==> src/rtl/video_pkg.sv <==
// video_pkg: shared types, constants and helpers for the RGB video pipeline.
// Point-operation filter additions: pointop_mode_t, POINTOP_LAT, luma weights,
// and the saturating channel-offset helpers reused by later filters.
package video_pkg;

    // Sideband coordinate widths
    localparam int VID_XW = 12;
    localparam int VID_YW = 12;

    // Point-operation filter
    typedef enum logic [2:0] {
        PM_BYP  = 3'd0,
        PM_INV  = 3'd1,
        PM_GRAY = 3'd2,
        PM_THR  = 3'd3,
        PM_OFS  = 3'd4
    } pointop_mode_t;

    localparam int POINTOP_LAT = 2;

    // ITU-R BT.601-style luma weights, scaled by 256
    localparam int LUMA_WR = 77;
    localparam int LUMA_WG = 150;
    localparam int LUMA_WB = 29;

    // Widest channel the shared helpers support; callers zero/sign-extend into it
    localparam int SAT_MAXW = 12;

    // Sideband bundle as carried through delay chains
    typedef struct packed {
        logic              de;
        logic              sof;
        logic              eol;
        logic [VID_XW-1:0] x;
        logic [VID_YW-1:0] y;
    } vid_sb_t;

    // Reserved encodings fall back to bypass
    function automatic pointop_mode_t pointop_decode(input logic [2:0] m);
        case (m)
            3'd1:    return PM_INV;
            3'd2:    return PM_GRAY;
            3'd3:    return PM_THR;
            3'd4:    return PM_OFS;
            default: return PM_BYP;
        endcase
    endfunction

    // c + ofs clamped to [0, 2^cw-1]; c is unsigned, ofs is two's complement
    function automatic logic [SAT_MAXW-1:0] sat_add(
        input logic        [SAT_MAXW-1:0] c,
        input logic signed [SAT_MAXW:0]   ofs,
        input int unsigned                cw
    );
        logic signed [SAT_MAXW+1:0] sum;
        logic signed [SAT_MAXW+1:0] top;
        sum = $signed({2'b00, c}) + $signed({ofs[SAT_MAXW], ofs});
        top = $signed((SAT_MAXW+2)'((32'd1 << cw) - 32'd1));
        if (sum[SAT_MAXW+1])
            return '0;
        else if (sum > top)
            return top[SAT_MAXW-1:0];
        else
            return sum[SAT_MAXW-1:0];
    endfunction

    // True when sat_add would have clamped
    function automatic logic sat_clip(
        input logic        [SAT_MAXW-1:0] c,
        input logic signed [SAT_MAXW:0]   ofs,
        input int unsigned                cw
    );
        logic signed [SAT_MAXW+1:0] sum;
        logic signed [SAT_MAXW+1:0] top;
        sum = $signed({2'b00, c}) + $signed({ofs[SAT_MAXW], ofs});
        top = $signed((SAT_MAXW+2)'((32'd1 << cw) - 32'd1));
        return sum[SAT_MAXW+1] || (sum > top);
    endfunction

endpackage

==> src/rtl/vid_sideband_if.sv <==
// vid_sideband_if: per-pixel timing sideband shared by all pipeline stages.
interface vid_sideband_if;
    import video_pkg::*;

    logic              de;
    logic              sof;
    logic              eol;
    logic [VID_XW-1:0] x;
    logic [VID_YW-1:0] y;

    modport src  (output de, sof, eol, x, y);
    modport sink (input  de, sof, eol, x, y);

endinterface

==> src/rtl/filt_luma.sv <==
// filt_luma: combinational luma Y = (77*R + 150*G + 29*B) >> 8 from a packed {R,G,B}.
// The weights sum to 256, so the result never exceeds 2^CW-1.
module filt_luma
    import video_pkg::*;
#(
    parameter int CW = 8
) (
    input  logic [3*CW-1:0] px,
    output logic [CW-1:0]   y
);

    logic [CW+9:0] r_w;
    logic [CW+9:0] g_w;
    logic [CW+9:0] b_w;
    logic [CW+9:0] sum;
    logic          unused_luma_bits;

    assign r_w = (CW+10)'(px[3*CW-1 -: CW]);
    assign g_w = (CW+10)'(px[2*CW-1 -: CW]);
    assign b_w = (CW+10)'(px[CW-1 -: CW]);

    assign sum = (CW+10)'(LUMA_WR) * r_w
               + (CW+10)'(LUMA_WG) * g_w
               + (CW+10)'(LUMA_WB) * b_w;

    assign y = sum[CW+7:8];

    // Headroom and fraction bits are dropped by design
    assign unused_luma_bits = ^{sum[CW+9:CW+8], sum[7:0]};

endmodule

==> src/rtl/filt_pointop.sv <==
// filt_pointop: frame-synchronous per-pixel point operation (bypass, invert,
// grayscale, threshold, signed offset) with a two-cycle pipeline. Config is
// shadowed and only taken on an active start-of-frame pixel.
// Optional macro FILT_POINTOP_STATS_EN adds a per-frame clipped-channel counter
// for offset mode; without it stat_clip_cnt/stat_vld are tied low.
module filt_pointop
    import video_pkg::*;
#(
    parameter int CW     = 8,
    parameter int STAT_W = 24
) (
    input  logic                clk,
    input  logic                rst_n,
    input  logic [3*CW-1:0]     px_in,
    vid_sideband_if.sink        sb_in,
    output logic [3*CW-1:0]     px_out,
    vid_sideband_if.src         sb_out,
    input  logic [2:0]          cfg_mode,
    input  logic [CW-1:0]       cfg_thr,
    input  logic [CW:0]         cfg_ofs,
    output logic [2:0]          act_mode,
    output logic [STAT_W-1:0]   stat_clip_cnt,
    output logic                stat_vld
);

    logic          load_cfg;
    pointop_mode_t act_mode_q;
    logic [CW-1:0] act_thr_q;
    logic [CW:0]   act_ofs_q;
    pointop_mode_t eff_mode;
    logic [CW-1:0] eff_thr;
    logic [CW:0]   eff_ofs;

    logic [CW-1:0] y_in;

    logic [3*CW-1:0] s1_px;
    logic [CW-1:0]   s1_y;
    pointop_mode_t   s1_mode;
    logic [CW-1:0]   s1_thr;
    logic [CW:0]     s1_ofs;

    vid_sb_t         sb_in_w;
    vid_sb_t         sb_dly [POINTOP_LAT];
    vid_sb_t         s1_sb;

    logic [3*CW-1:0] res;
    logic [3*CW-1:0] px_out_q;

    // The sof pixel itself already sees the incoming config
    assign load_cfg = sb_in.de & sb_in.sof;

    assign sb_in_w = {sb_in.de, sb_in.sof, sb_in.eol, sb_in.x, sb_in.y};
    assign s1_sb   = sb_dly[0];

    // Select the config that applies to the pixel entering S1
    always_comb begin
        eff_mode = act_mode_q;
        eff_thr  = act_thr_q;
        eff_ofs  = act_ofs_q;
        if (load_cfg) begin
            eff_mode = pointop_decode(cfg_mode);
            eff_thr  = cfg_thr;
            eff_ofs  = cfg_ofs;
        end
    end

    // Shadow config registers, updated only on an active sof
    always_ff @(posedge clk or negedge rst_n) begin
        if (!rst_n) begin
            act_mode_q <= PM_BYP;
            act_thr_q  <= '0;
            act_ofs_q  <= '0;
        end else if (load_cfg) begin
            act_mode_q <= eff_mode;
            act_thr_q  <= eff_thr;
            act_ofs_q  <= eff_ofs;
        end
    end

    filt_luma #(
        .CW (CW)
    ) u_luma (
        .px (px_in),
        .y  (y_in)
    );

    // S1: capture pixel, its luma and the config it must be rendered with
    always_ff @(posedge clk or negedge rst_n) begin
        if (!rst_n) begin
            s1_px   <= '0;
            s1_y    <= '0;
            s1_mode <= PM_BYP;
            s1_thr  <= '0;
            s1_ofs  <= '0;
        end else begin
            s1_px   <= px_in;
            s1_y    <= y_in;
            s1_mode <= eff_mode;
            s1_thr  <= eff_thr;
            s1_ofs  <= eff_ofs;
        end
    end

    // Sideband delay chain, one entry per pipeline stage
    always_ff @(posedge clk or negedge rst_n) begin
        if (!rst_n) begin
            for (int i = 0; i < POINTOP_LAT; i++)
                sb_dly[i] <= '0;
        end else begin
            sb_dly[0] <= sb_in_w;
            for (int i = 1; i < POINTOP_LAT; i++)
                sb_dly[i] <= sb_dly[i-1];
        end
    end

    // Mode result per channel; blanked pixels are forced to zero
    always_comb begin
        logic [CW-1:0] ch;
        logic [CW-1:0] thr_px;
        res    = '0;
        ch     = '0;
        thr_px = (s1_y >= s1_thr) ? {CW{1'b1}} : {CW{1'b0}};
        for (int i = 0; i < 3; i++) begin
            ch = s1_px[i*CW +: CW];
            case (s1_mode)
                PM_INV:  res[i*CW +: CW] = ~ch;
                PM_GRAY: res[i*CW +: CW] = s1_y;
                PM_THR:  res[i*CW +: CW] = thr_px;
                PM_OFS:  res[i*CW +: CW] = CW'(sat_add(SAT_MAXW'(ch),
                                               (SAT_MAXW+1)'($signed(s1_ofs)), CW));
                default: res[i*CW +: CW] = ch;
            endcase
        end
        if (!s1_sb.de)
            res = '0;
    end

    // S2: register the output pixel
    always_ff @(posedge clk or negedge rst_n) begin
        if (!rst_n)
            px_out_q <= '0;
        else
            px_out_q <= res;
    end

    assign px_out     = px_out_q;
    assign sb_out.de  = sb_dly[POINTOP_LAT-1].de;
    assign sb_out.sof = sb_dly[POINTOP_LAT-1].sof;
    assign sb_out.eol = sb_dly[POINTOP_LAT-1].eol;
    assign sb_out.x   = sb_dly[POINTOP_LAT-1].x;
    assign sb_out.y   = sb_dly[POINTOP_LAT-1].y;
    assign act_mode   = act_mode_q;

`ifdef FILT_POINTOP_STATS_EN
    logic [1:0]        clip_px;
    logic [STAT_W-1:0] clip_acc;
    logic [STAT_W:0]   acc_sum;
    logic [STAT_W-1:0] stat_cnt_q;
    logic              stat_vld_q;

    // Clipped channels of the pixel in S1 (offset mode, active pixels only)
    always_comb begin
        clip_px = '0;
        if (s1_sb.de && s1_mode == PM_OFS) begin
            for (int i = 0; i < 3; i++)
                clip_px = clip_px + 2'(sat_clip(SAT_MAXW'(s1_px[i*CW +: CW]),
                                                (SAT_MAXW+1)'($signed(s1_ofs)), CW));
        end
    end

    assign acc_sum = {1'b0, clip_acc} + (STAT_W+1)'(clip_px);

    // Frame counter: publish and restart on the loading sof, saturate otherwise
    always_ff @(posedge clk or negedge rst_n) begin
        if (!rst_n) begin
            clip_acc   <= '0;
            stat_cnt_q <= '0;
            stat_vld_q <= 1'b0;
        end else if (s1_sb.de && s1_sb.sof) begin
            stat_cnt_q <= clip_acc;
            stat_vld_q <= 1'b1;
            clip_acc   <= STAT_W'(clip_px);
        end else begin
            stat_vld_q <= 1'b0;
            clip_acc   <= acc_sum[STAT_W] ? {STAT_W{1'b1}} : acc_sum[STAT_W-1:0];
        end
    end

    assign stat_clip_cnt = stat_cnt_q;
    assign stat_vld      = stat_vld_q;
`else
    assign stat_clip_cnt = '0;
    assign stat_vld      = 1'b0;
`endif

endmodule

==> src/flat_wrapper.sv <==
// flat-port wrapper written by rule: the top's interface ports become plain ports
module filt_pointop_flat import video_pkg::*;
#(
    parameter int CW     = 8,
    parameter int STAT_W = 24
)
  (clk, rst_n, px_in, px_out, cfg_mode, cfg_thr, cfg_ofs, act_mode, stat_clip_cnt, stat_vld, sb_in_de, sb_in_sof, sb_in_eol, sb_in_x, sb_in_y, sb_out_de, sb_out_sof, sb_out_eol, sb_out_x, sb_out_y);
  vid_sideband_if sb_in_i ();
  vid_sideband_if sb_out_i ();
  input  logic clk;
  input  logic rst_n;
  input  logic [3*CW-1:0] px_in;
  output logic [3*CW-1:0] px_out;
  input  logic [2:0] cfg_mode;
  input  logic [CW-1:0] cfg_thr;
  input  logic [CW:0] cfg_ofs;
  output logic [2:0] act_mode;
  output logic [STAT_W-1:0] stat_clip_cnt;
  output logic stat_vld;
  input wire logic [$bits(sb_in_i.de)-1:0] sb_in_de;
  input wire logic [$bits(sb_in_i.sof)-1:0] sb_in_sof;
  input wire logic [$bits(sb_in_i.eol)-1:0] sb_in_eol;
  input wire logic [$bits(sb_in_i.x)-1:0] sb_in_x;
  input wire logic [$bits(sb_in_i.y)-1:0] sb_in_y;
  output wire logic [$bits(sb_out_i.de)-1:0] sb_out_de;
  output wire logic [$bits(sb_out_i.sof)-1:0] sb_out_sof;
  output wire logic [$bits(sb_out_i.eol)-1:0] sb_out_eol;
  output wire logic [$bits(sb_out_i.x)-1:0] sb_out_x;
  output wire logic [$bits(sb_out_i.y)-1:0] sb_out_y;
  assign sb_in_i.de = sb_in_de;
  assign sb_in_i.sof = sb_in_sof;
  assign sb_in_i.eol = sb_in_eol;
  assign sb_in_i.x = sb_in_x;
  assign sb_in_i.y = sb_in_y;
  assign sb_out_de = sb_out_i.de;
  assign sb_out_sof = sb_out_i.sof;
  assign sb_out_eol = sb_out_i.eol;
  assign sb_out_x = sb_out_i.x;
  assign sb_out_y = sb_out_i.y;
  filt_pointop #(.CW(CW), .STAT_W(STAT_W)) u_core (.clk(clk), .rst_n(rst_n), .px_in(px_in), .sb_in(sb_in_i), .px_out(px_out), .sb_out(sb_out_i), .cfg_mode(cfg_mode), .cfg_thr(cfg_thr), .cfg_ofs(cfg_ofs), .act_mode(act_mode), .stat_clip_cnt(stat_clip_cnt), .stat_vld(stat_vld));
endmodule
==> config.mk <==
export PLATFORM = sky130hd
export DESIGN_NAME = filt_pointop_flat
export DESIGN_NICKNAME = d
export VERILOG_FILES = /design/src/rtl/video_pkg.sv /design/src/rtl/vid_sideband_if.sv /design/src/rtl/filt_luma.sv /design/src/rtl/filt_pointop.sv /design/src/flat_wrapper.sv
export SDC_FILE = /design/constraint.sdc
export NUM_CORES = 1
export LEC_CHECK = 0
export ABC_CLOCK_PERIOD_IN_PS = 2250
export BUFFER_PORTS_ARGS = -buffer_cell sky130_fd_sc_hd__buf_2
export CAP_MARGIN = 20
export CORE_MARGIN = 2
export CORE_UTILIZATION = 54
export CTS_BUF_LIST = sky130_fd_sc_hd__clkbuf_8
export DETAILED_ROUTE_END_ITERATION = 6
export PLACE_DENSITY = 0.91
export SLEW_MARGIN = 5
export SYNTH_ARGS = -nofsm -noshare
export SYNTH_HDL_FRONTEND = slang
export SYNTH_SLANG_ARGS = --single-unit
export TNS_END_PERCENT = 10
==> constraint.sdc <==
create_clock -name clk -period 2.25 [get_ports clk]
set_input_delay 0.1125 -clock clk [delete_from_list [all_inputs] [get_ports clk]]
set_output_delay 0.1125 -clock clk [all_outputs]
set_load 0.005 [all_outputs]
Word-level counts from Yosys, hierarchy flattened
Cells that the tools add are included.
Widths: inputs -> output; s select.
Storage, ports and cells
  bits in registers: 150
  bits of input ports: 73
  output and inout port bits: 79
  word-level logic and storage cells: 58
Operators by class
  $add $sub $neg: 5
  multiply operators: 3
  $lt $le $gt $ge: 4
  equal/unequal tests: 8
  multiplexer cells: 15
  bitwise logic cells: 4
Operators with widths (count)
  $pmux 8 s4: 3
  $mux 8: 8
  $add 9x9->10: 3
  $gt 10x9->1 const B: 3
  $mul 7x8->15 const A: 2
  $mux 24: 1
  $not 8->8: 3
  $add 15x16->16: 1
  $add 16x13->16: 1
  $mul 5x8->13 const A: 1
  $eq 3x2->1 const B: 4
  $pmux 3 s4: 1
  $mux 9: 1
  $ge 8x8->1: 1
  $eq 3x1->1 const B: 2
  $eq 3x3->1 const B: 2
  $mux 3: 1
  $and 1x1->1: 1

Logic depth before layout (Yosys ltp)
Gate-level depths: netlist (run 1).
  depth in word-level cells: 6
  depth in mapped cells: 25

Cells and area by module
Synthesis (run 1) repeated with hierarchy kept, for this count alone.
Second synthesis, totals
  cells, all modules: 919
  area, all modules: 9925.8 sq um
By module, submodules not included
  filt_pointop: times used 1, cells each 591, area each 6770.2 sq um, seq. area each 3753.6 sq um
  filt_luma: times used 1, cells each 328, area each 3155.5 sq um, seq. area each 0.0 sq um

Worst setup path after synthesis (run 1)
No wires, ideal clock.
  path type: in2reg
  from: input px_in[12]
  to: register u_core.s1_y[7]
  arrival: 5679 ps
  required time: 2170 ps
  path slack: -3509 ps
  cell stages on the path: 23
  cells stage by stage: ha_1 -> ha_1 -> inv_1 -> fa_1 -> fa_1 -> inv_1 -> ha_1 -> a211oi_1 -> a21oi_1 -> ha_1 -> inv_1 -> fa_1 -> fa_1 -> fa_1 -> inv_1 -> ha_1 -> a21o_1 -> a211o_1 -> a32oi_1 -> nand3b_1 -> a21oi_1 -> xnor2_1 -> xnor2_1
On the way
  cells in the longest elaborated chain, start to end: 3
RTL lines
  start, declared: RTL line flat_wrapper.sv:12  | input logic [3*CW-1:0] px_in;
  $mul 7x8->15: RTL line filt_luma.sv:23  | + (CW+10)'(LUMA_WG) * g_w
  $add 15x16->16: RTL line filt_luma.sv:23
  $add 16x13->16: RTL line filt_luma.sv:24  | + (CW+10)'(LUMA_WB) * b_w;
  via u_core.u_luma.sum[15]: RTL line filt_luma.sv:15  | logic [CW+9:0] sum;
  end signal, assigned: RTL line filt_pointop.sv:97  | s1_y <= y_in;
  end, declared: RTL line filt_pointop.sv:37  | logic [CW-1:0] s1_y;
The timed path passes the listed nets, and every way through them passes these cells.
A chain may end at the register's enable or synchronous reset.

Final worst setup path (run 1)
Same ends and word-level chain as after synthesis.

==> results of run 1 <==
registers in the layout, indices dropped and copies added (netlist names):
| register | count |
|---|---|
| u_core.s1_sb | 27 |
| u_core.px_out | 24 |
| u_core.s1_thr | 8 |
| u_core.sb_out.sof | 1 |
| u_core.s1_px | 24 |
| u_core.act_mode | 3 |
| u_core.s1_y | 8 |
| u_core.s1_mode | 3 |
| u_core.act_thr_q | 8 |
| u_core.s1_ofs | 9 |
| u_core.act_ofs_q | 9 |
| u_core.sb_out.y | 12 |
| u_core.sb_out.de | 1 |
| u_core.sb_out.eol | 1 |
| u_core.sb_out.x | 12 |
critical path: cells and delay by family:
family	cells	cell delay [ns]
buffers and inverters	6	0.43
AO/OA/AOI/OAI	6	0.87
XOR/XNOR	2	0.33
AND/OR/NAND/NOR	1	0.16
adder cells (fa/ha/maj)	10	4.05
metrics by stage:
stage               hold slack (ns)   util
floorplan                    -0.183      -
global placement             0.0833  0.647
detailed placement           0.0946  0.647
CTS                         0.00717  0.723
global route                 0.0159  0.738
finish                       0.0276  0.738
cell families after synthesis:
logic type	share of synthesized area
AOI/OAI and AO/OA	0.126
adders and majority gates	0.274
buffers and inverters	0.0714
DFF	0.394
and+or+nand+nor	0.0583
xor gates and xnor gates	0.0358
muxes	0.0402
other	0.000393
worst max-delay path by stage:
stage                                end  slack (ns)
after detailed placement  u_core.s1_y[7]       -3.66
after floorplan           u_core.s1_y[7]       -3.17
after global routing      u_core.s1_y[7]       -3.43
final                     u_core.s1_y[7]       -3.29
after global placement    u_core.s1_y[7]       -3.41
after CTS                 u_core.s1_y[7]       -2.99
report_power, final:
part           internal (mW)  leakage, nW  switching (mW)
registers               3.16         1.80           0.290
clock network          0.855        0.205            1.35
logic                   6.62         4.24            7.56
total                   10.6         6.24            9.20
placed cells by master (no fill, tap or decap), types with 19 or more instances in the layout:
cell type / instances
fa_1: 53
inv_1: 100
dfrtp_1: 149
conb_1: 25
ha_4: 19
a31oi_1: 25
mux2_2: 34
buf_2: 121
ha_1: 94
nand2_1: 21
a21oi_1: 19
xnor2_1: 24
nand2b_1: 22
o21ai_0: 66
buf_4: 113
dlygate4sd3_1: 70
layout make-up:
type | count | share of cell area
Tap cell | 225 | 0.0220
Sequential cell | 150 | 0.294
Multi-Input combinational cell | 568 | 0.440
Clock buffer | 17 | 0.0183
Clock inverter | 15 | 0.0139
Timing Repair Buffer | 314 | 0.179
Inverter | 111 | 0.0330
Yosys cell counts, drive strengths merged (3+ instances only):
library cell,n
xnor2,27
o21a,7
clkbuf,13
fa,58
or3,7
o21bai,5
mux2,34
o211ai,3
ha,116
dfrtp,150
xor2,12
a21o,11
a31oi,26
inv,111
o21ai,89
buf,28
nor2b,7
nor3,9
a211oi,7
nand3,3
nand2,21
nand2b,23
a21oi,32
nor2,19
or2,5
what timing repair did:
| item | CTS | global route |
|---|---|---|
| endpoints found under the hold margin | 138 | 1 |
| setup endpoints to repair | 32 | 32 |
| hold buffers | 69 | 1 |
| gates resized for setup | 41 | 43 |
| buffers inserted | 2 | 5 |
| pin swaps | 37 | 25 |
metal layers:
| metal | global-route usage | part of all wire | up-vias |
|---|---|---|---|
| met3 | 0.100 | 0.11 | 343 |
| met4 | 0.277 | 0.11 | 6 |
| li1 | - | - | 3461 |
| met5 | 0 | 0.0011 | - |
| met1 | 0.409 | 0.31 | 4208 |
| met2 | 0.613 | 0.46 | 844 |
==> results.sh, run 1 <==
export IMPL_status="finished with violations"
export IMPL_failed_checks="negative setup slack"
export IMPL_cpMostUsedCell="fa_1"
export IMPL_viasPerCell=6.33
export IMPL_critPathArrivalTime_ns=5.94
export IMPL_track_usage=0.371
export IMPL_crit_start="px_in[12]"
export IMPL_synth_yosys_seq_area_share=0.394
export IMPL_worst_slew_pin_transition_ns=0.872
export IMPL_async_reset_ff_frac=1.00
export IMPL_gp_congestion=0.931
export IMPL_totalWireLength_mm=36.1
export IMPL_fp_dieArea_mm2=0.0187
export IMPL_insertion_delay_ns=0.50
export IMPL_seqCellArea_mm2=0.00375
export IMPL_wl_per_cell_um=25.8
export IMPL_route_detailed_drc=0
export IMPL_maxCapViolations=0
export IMPL_htreeDepth=4
export IMPL_crit_type="in -> reg"
export IMPL_endpoint_kind="flip-flop"
export IMPL_dp_hpwl_mm=19.1
export IMPL_grt_pass1_wl_mm=50.9
export IMPL_place_inst=1291
export IMPL_p_total_mw=19.8
export IMPL_max_slew_margin=0.418
export IMPL_cts_sinks=150
export IMPL_min_period_ns=5.54
export IMPL_hold_depth=2
export IMPL_min_from="px_in[2]"
export IMPL_holdPathEnd="u_core.s1_px[2]"
export IMPL_rrSetupSlack_ns=-0.59
export IMPL_rsz0062_at_grt="yes"
export IMPL_grt_ovfl_total=0
export IMPL_vias=8862
export IMPL_grt_max_degree=72
export IMPL_p_leak_nw=6.24
export IMPL_root_buffer="clkbuf_8"
export IMPL_postLayoutCellArea_mm2=0.0128
export IMPL_synth_cells=846
export IMPL_fillers=961
export IMPL_setup_viol=32
export IMPL_fp_row_count=48
export IMPL_reg2reg_depth=9
export IMPL_cts_tree="built"
export IMPL_cp_max_fo=4
export IMPL_period_share=2.46
export IMPL_ys_top_cells_by_area="dfrtp_1 39%, ha_1 15%, fa_1 12%, inv_1 4.4%, mux2_2 4.0%"
export IMPL_netlist_area_leader_share=0.394
export IMPL_clk_pin_slew_ns=0.10
export IMPL_final_cells=1400
export IMPL_area_growth_syn_to_layout_pct=34.0
export IMPL_nets=1409
export IMPL_clock_skew_ns=0.0390
export IMPL_antenna_cells=0
export IMPL_multi_input_area_mm2=0.00562
export IMPL_yosysTopAreaCell="dfrtp_1"
export IMPL_worstSetupStartpointType="primary input"
export IMPL_timing_rr_start="u_core.s1_ofs[0]"
export IMPL_cp_slowest_cell="fa_1"
export IMPL_synth_edf_count=0
export IMPL_antenna_found_initial=3
export IMPL_dr_pass1_iters=7
export IMPL_io_pins=152
export IMPL_io_buffer_count=126
export IMPL_final_hold_viol_count=0
export IMPL_hp_class="in -> reg"
export IMPL_initial_utilization=0.551
export IMPL_power_density_mw_per_mm2=1550
export IMPL_peakVddDrop_uv=2220
export IMPL_required_ns=2.66
export IMPL_syn_area_mm2=0.00953
export IMPL_drt_initial_drc_count=993
export IMPL_place_ws_ns=-3.66
export IMPL_detail_route_antenna_nets=0
export IMPL_synth_seq_cells=150
export IMPL_critPathMaxStageDelay_ns=0.61
export IMPL_cts_buffers=17
export IMPL_ys_warn_count=0
export IMPL_fp_dieW_um=137
export IMPL_synth_flop_cell="dfrtp_1"
export IMPL_yosysUniqueCellTypes=54
export IMPL_synth_area_per_cell_um2=11.3
export IMPL_drive_above_1_share=0.338
export IMPL_drv_slew=0
export IMPL_clock_fmax_mhz=181
export IMPL_coreArea_mm2=0.0173
export IMPL_reg2reg_to="u_core.px_out[4]"
export IMPL_final_setup_tns_ns=-32.09
export IMPL_fp_dieH_um=137
export IMPL_fin_ws_ns=-3.29
export IMPL_grt_pass1_vias=9103
export IMPL_dpl_instance_area_mm2=0.0112
export IMPL_cts_buffer_depth=2
No activity file was read; power rests on OpenSTA's default activity.
==> run 2: changes to the inputs <==
--- a/config.mk
+++ b/config.mk
@@ -11,6 +11,6 @@
 export CORE_MARGIN = 2
-export CORE_UTILIZATION = 54
+export CORE_UTILIZATION = 35
 export CTS_BUF_LIST = sky130_fd_sc_hd__clkbuf_8
 export DETAILED_ROUTE_END_ITERATION = 6
-export PLACE_DENSITY = 0.91
+export PLACE_DENSITY = 0.67
 export SLEW_MARGIN = 5
==> constraint.sdc (replaced) <==
create_clock -name clk -period 2.25 [get_ports clk]
set_input_delay 0.225 -clock clk [delete_from_list [all_inputs] [get_ports clk]]
set_output_delay 0.225 -clock clk [all_outputs]
set_load 0.005 [all_outputs]
==> run 2 against run 1 <==
Worst setup slack better by 0.20 ns. Largest power group unchanged. Non-clock buffer count down 19. The run still ends with negative setup slack left. Critical path type unchanged. Critical endpoint unchanged. Flip-flop and latch count stayed put. Sequential power down 3%. Hold slack improved by 0.013 ns. Total power shrank 16%. Clock-buffer cell count did not move. Sequential share of layout area is 0.25 points higher. Cell count up 6.9%. Routed wire length down 37%.
==> results.sh, run 2 (synthesized netlist as in run 1, its figures left out) <==
export IMPL_dpl_instance_area_mm2=0.0114
export IMPL_period_share=2.37
export IMPL_drv_slew=0
export IMPL_fp_row_count=60
export IMPL_insertion_delay_ns=0.46
export IMPL_worstSetupStartpointType="primary input"
export IMPL_dp_hpwl_mm=17.9
export IMPL_root_buffer="clkbuf_8"
export IMPL_totalWireLength_mm=22.9
export IMPL_route_detailed_drc=0
export IMPL_drt_initial_drc_count=321
export IMPL_final_hold_viol_count=0
export IMPL_maxCapViolations=0
export IMPL_reg2reg_depth=9
export IMPL_place_ws_ns=-3.68
export IMPL_setup_viol=31
export IMPL_grt_ovfl_total=0
export IMPL_mostFrequentLayoutCells="150 x dfrtp_1, 123 x buf_2, 116 x buf_4"
export IMPL_clk_pin_slew_ns=0.09
export IMPL_cp_max_fo=4
export IMPL_fp_dieArea_mm2=0.0286
export IMPL_p_leak_nw=6.15
export IMPL_antenna_cells=0
export IMPL_postLayoutCellArea_mm2=0.0127
export IMPL_fp_dieH_um=169
export IMPL_min_from="px_in[18]"
export IMPL_io_pins=152
export IMPL_power_density_mw_per_mm2=1310
export IMPL_nets=1390
export IMPL_fin_ws_ns=-3.09
export IMPL_rsz0062_at_grt="yes"
export IMPL_required_ns=2.63
export IMPL_rrSetupSlack_ns=-0.20
export IMPL_io_buffer_count=126
export IMPL_p_total_mw=16.6
export IMPL_coreArea_mm2=0.0269
export IMPL_cts_tree="built"
export IMPL_peakVddDrop_uv=1390
export IMPL_endpoint_kind="flip-flop"
export IMPL_detail_route_antenna_nets=0
export IMPL_wl_met3_um=864
export IMPL_worst_slew_pin_transition_ns=0.796
export IMPL_failed_checks="negative setup slack"
export IMPL_cts_sinks=150
export IMPL_wl_met2_mm=12.0
export IMPL_crit_start="px_in[12]"
export IMPL_track_usage=0.165
export IMPL_grt_max_degree=56
export IMPL_htreeDepth=4
export IMPL_viasPerCell=4.68
export IMPL_drive_above_1_share=0.340
export IMPL_cp_endpoint="u_core.s1_y[7]"
export IMPL_cts_buffer_depth=2
export IMPL_critPathArrivalTime_ns=5.72
export IMPL_utilization=0.471
export IMPL_wl_met1_mm=9.50
export IMPL_largest_register_ff_count=27
export IMPL_max_slew_margin=0.469
export IMPL_antenna_found_initial=0
export IMPL_reg2reg_to="u_core.px_out[20]"
export IMPL_initial_utilization=0.355
export IMPL_maxUsedRoutingLayer="met4"
export IMPL_cts_buffers=17
export IMPL_final_setup_tns_ns=-25.13
export IMPL_status="finished with violations"
export IMPL_grt_pass1_wl_mm=36.6
export IMPL_area_growth_syn_to_layout_pct=32.8
export IMPL_hp_class="in -> reg"
export IMPL_final_common_cell="dfrtp_1"
export IMPL_clock_skew_ns=0.0139
export IMPL_gp_congestion=0.854
export IMPL_fp_dieW_um=169
export IMPL_min_period_ns=5.34
export IMPL_crit_type="in -> reg"
export IMPL_clock_fmax_mhz=187
export IMPL_timing_rr_start="u_core.s1_ofs[0]"
export IMPL_wl_per_cell_um=15.3
export IMPL_vias=7008
export IMPL_grt_pass1_vias=7275
export IMPL_dr_pass1_iters=5
## run 2: cell types whose count changed in the layout (fill, tap and decap cells not counted), sizes merged
cell / change
clkinvlp: -1
clkinv: +1
dlygate4sd3: -20
buf: +1
## run 2: worst min path at each step
| stage | depth (start not counted) | end | slack [ns] |
|---|---|---|---|
| 2_1_floorplan | 0 | u_core.act_mode[0] | -0.07 |
| 6_report | 2 | u_core.s1_px[18] | 0.04 |
| 5_1_grt | 2 | u_core.s1_px[18] | 0.01 |
| 4_1_cts | 2 | u_core.s1_px[18] | 0.01 |
| 3_5_place_dp | 1 | u_core.sb_out.x[5] | 0.21 |
| 3_3_place_gp | 1 | u_core.s1_sb[17] | 0.20 |
## run 2: area by class of cell
class	instances	area, µm²
Fill cell	2441	14200
Inverter	111	419
Tap cell	341	427
Sequential cell	150	3750
Clock inverter	15	176
Timing Repair Buffer	295	2080
Clock buffer	17	234
Multi-Input combinational cell	568	5570
## run 2: per-stage QoR
| step | hold WS (ns) | instances |
|---|---|---|
| 2_1_floorplan | -0.0706 | 870 |
| 6_report | 0.0403 | 1497 |
| 3_5_place_dp | 0.211 | 1413 |
| 3_3_place_gp | 0.201 | 1413 |
| 5_1_grt | 0.0144 | 1497 |
| 4_1_cts | 0.0103 | 1496 |
## run 2: per-layer routing
metal  GRT usage  vias to the layer above
met2       0.298                      137
met5           0                        -
met4      0.0561                        0
met1       0.202                     3415
met3      0.0248                       33
li1            -                     3423
## run 2: worst max-delay path, stage by stage
cell      delay [ns]
buf_8           0.10
buf_4           0.15
ha_1            0.31
ha_4            0.28
fa_1            0.44
ha_4            0.29
inv_1           0.06
o21ai_2         0.17
a21oi_4         0.08
xnor2_2         0.15
fa_1            0.48
inv_1           0.05
fa_1            0.46
fa_2            0.54
inv_2           0.04
fa_2            0.45
ha_4            0.17
a21o_1          0.18
a211o_1         0.31
a32oi_1         0.19
nand3b_1        0.14
a21oi_2         0.16
xnor2_1         0.15
xnor2_1         0.13
## run 2: where the power goes
part           switching (mW)  internal (mW)  total (mW)
logic                    5.34           5.82        11.2
clock network            1.19          0.852        2.05
registers               0.201           3.16        3.36
total                    6.74           9.83        16.6
## run 2: timing repair
action	in CTS	in global routing
setup endpoints to repair	32	32
pin swaps	35	34
resized for setup	38	31
endpoints found under the hold margin	111	0
setup buffers	1	1
hold buffers	50	0
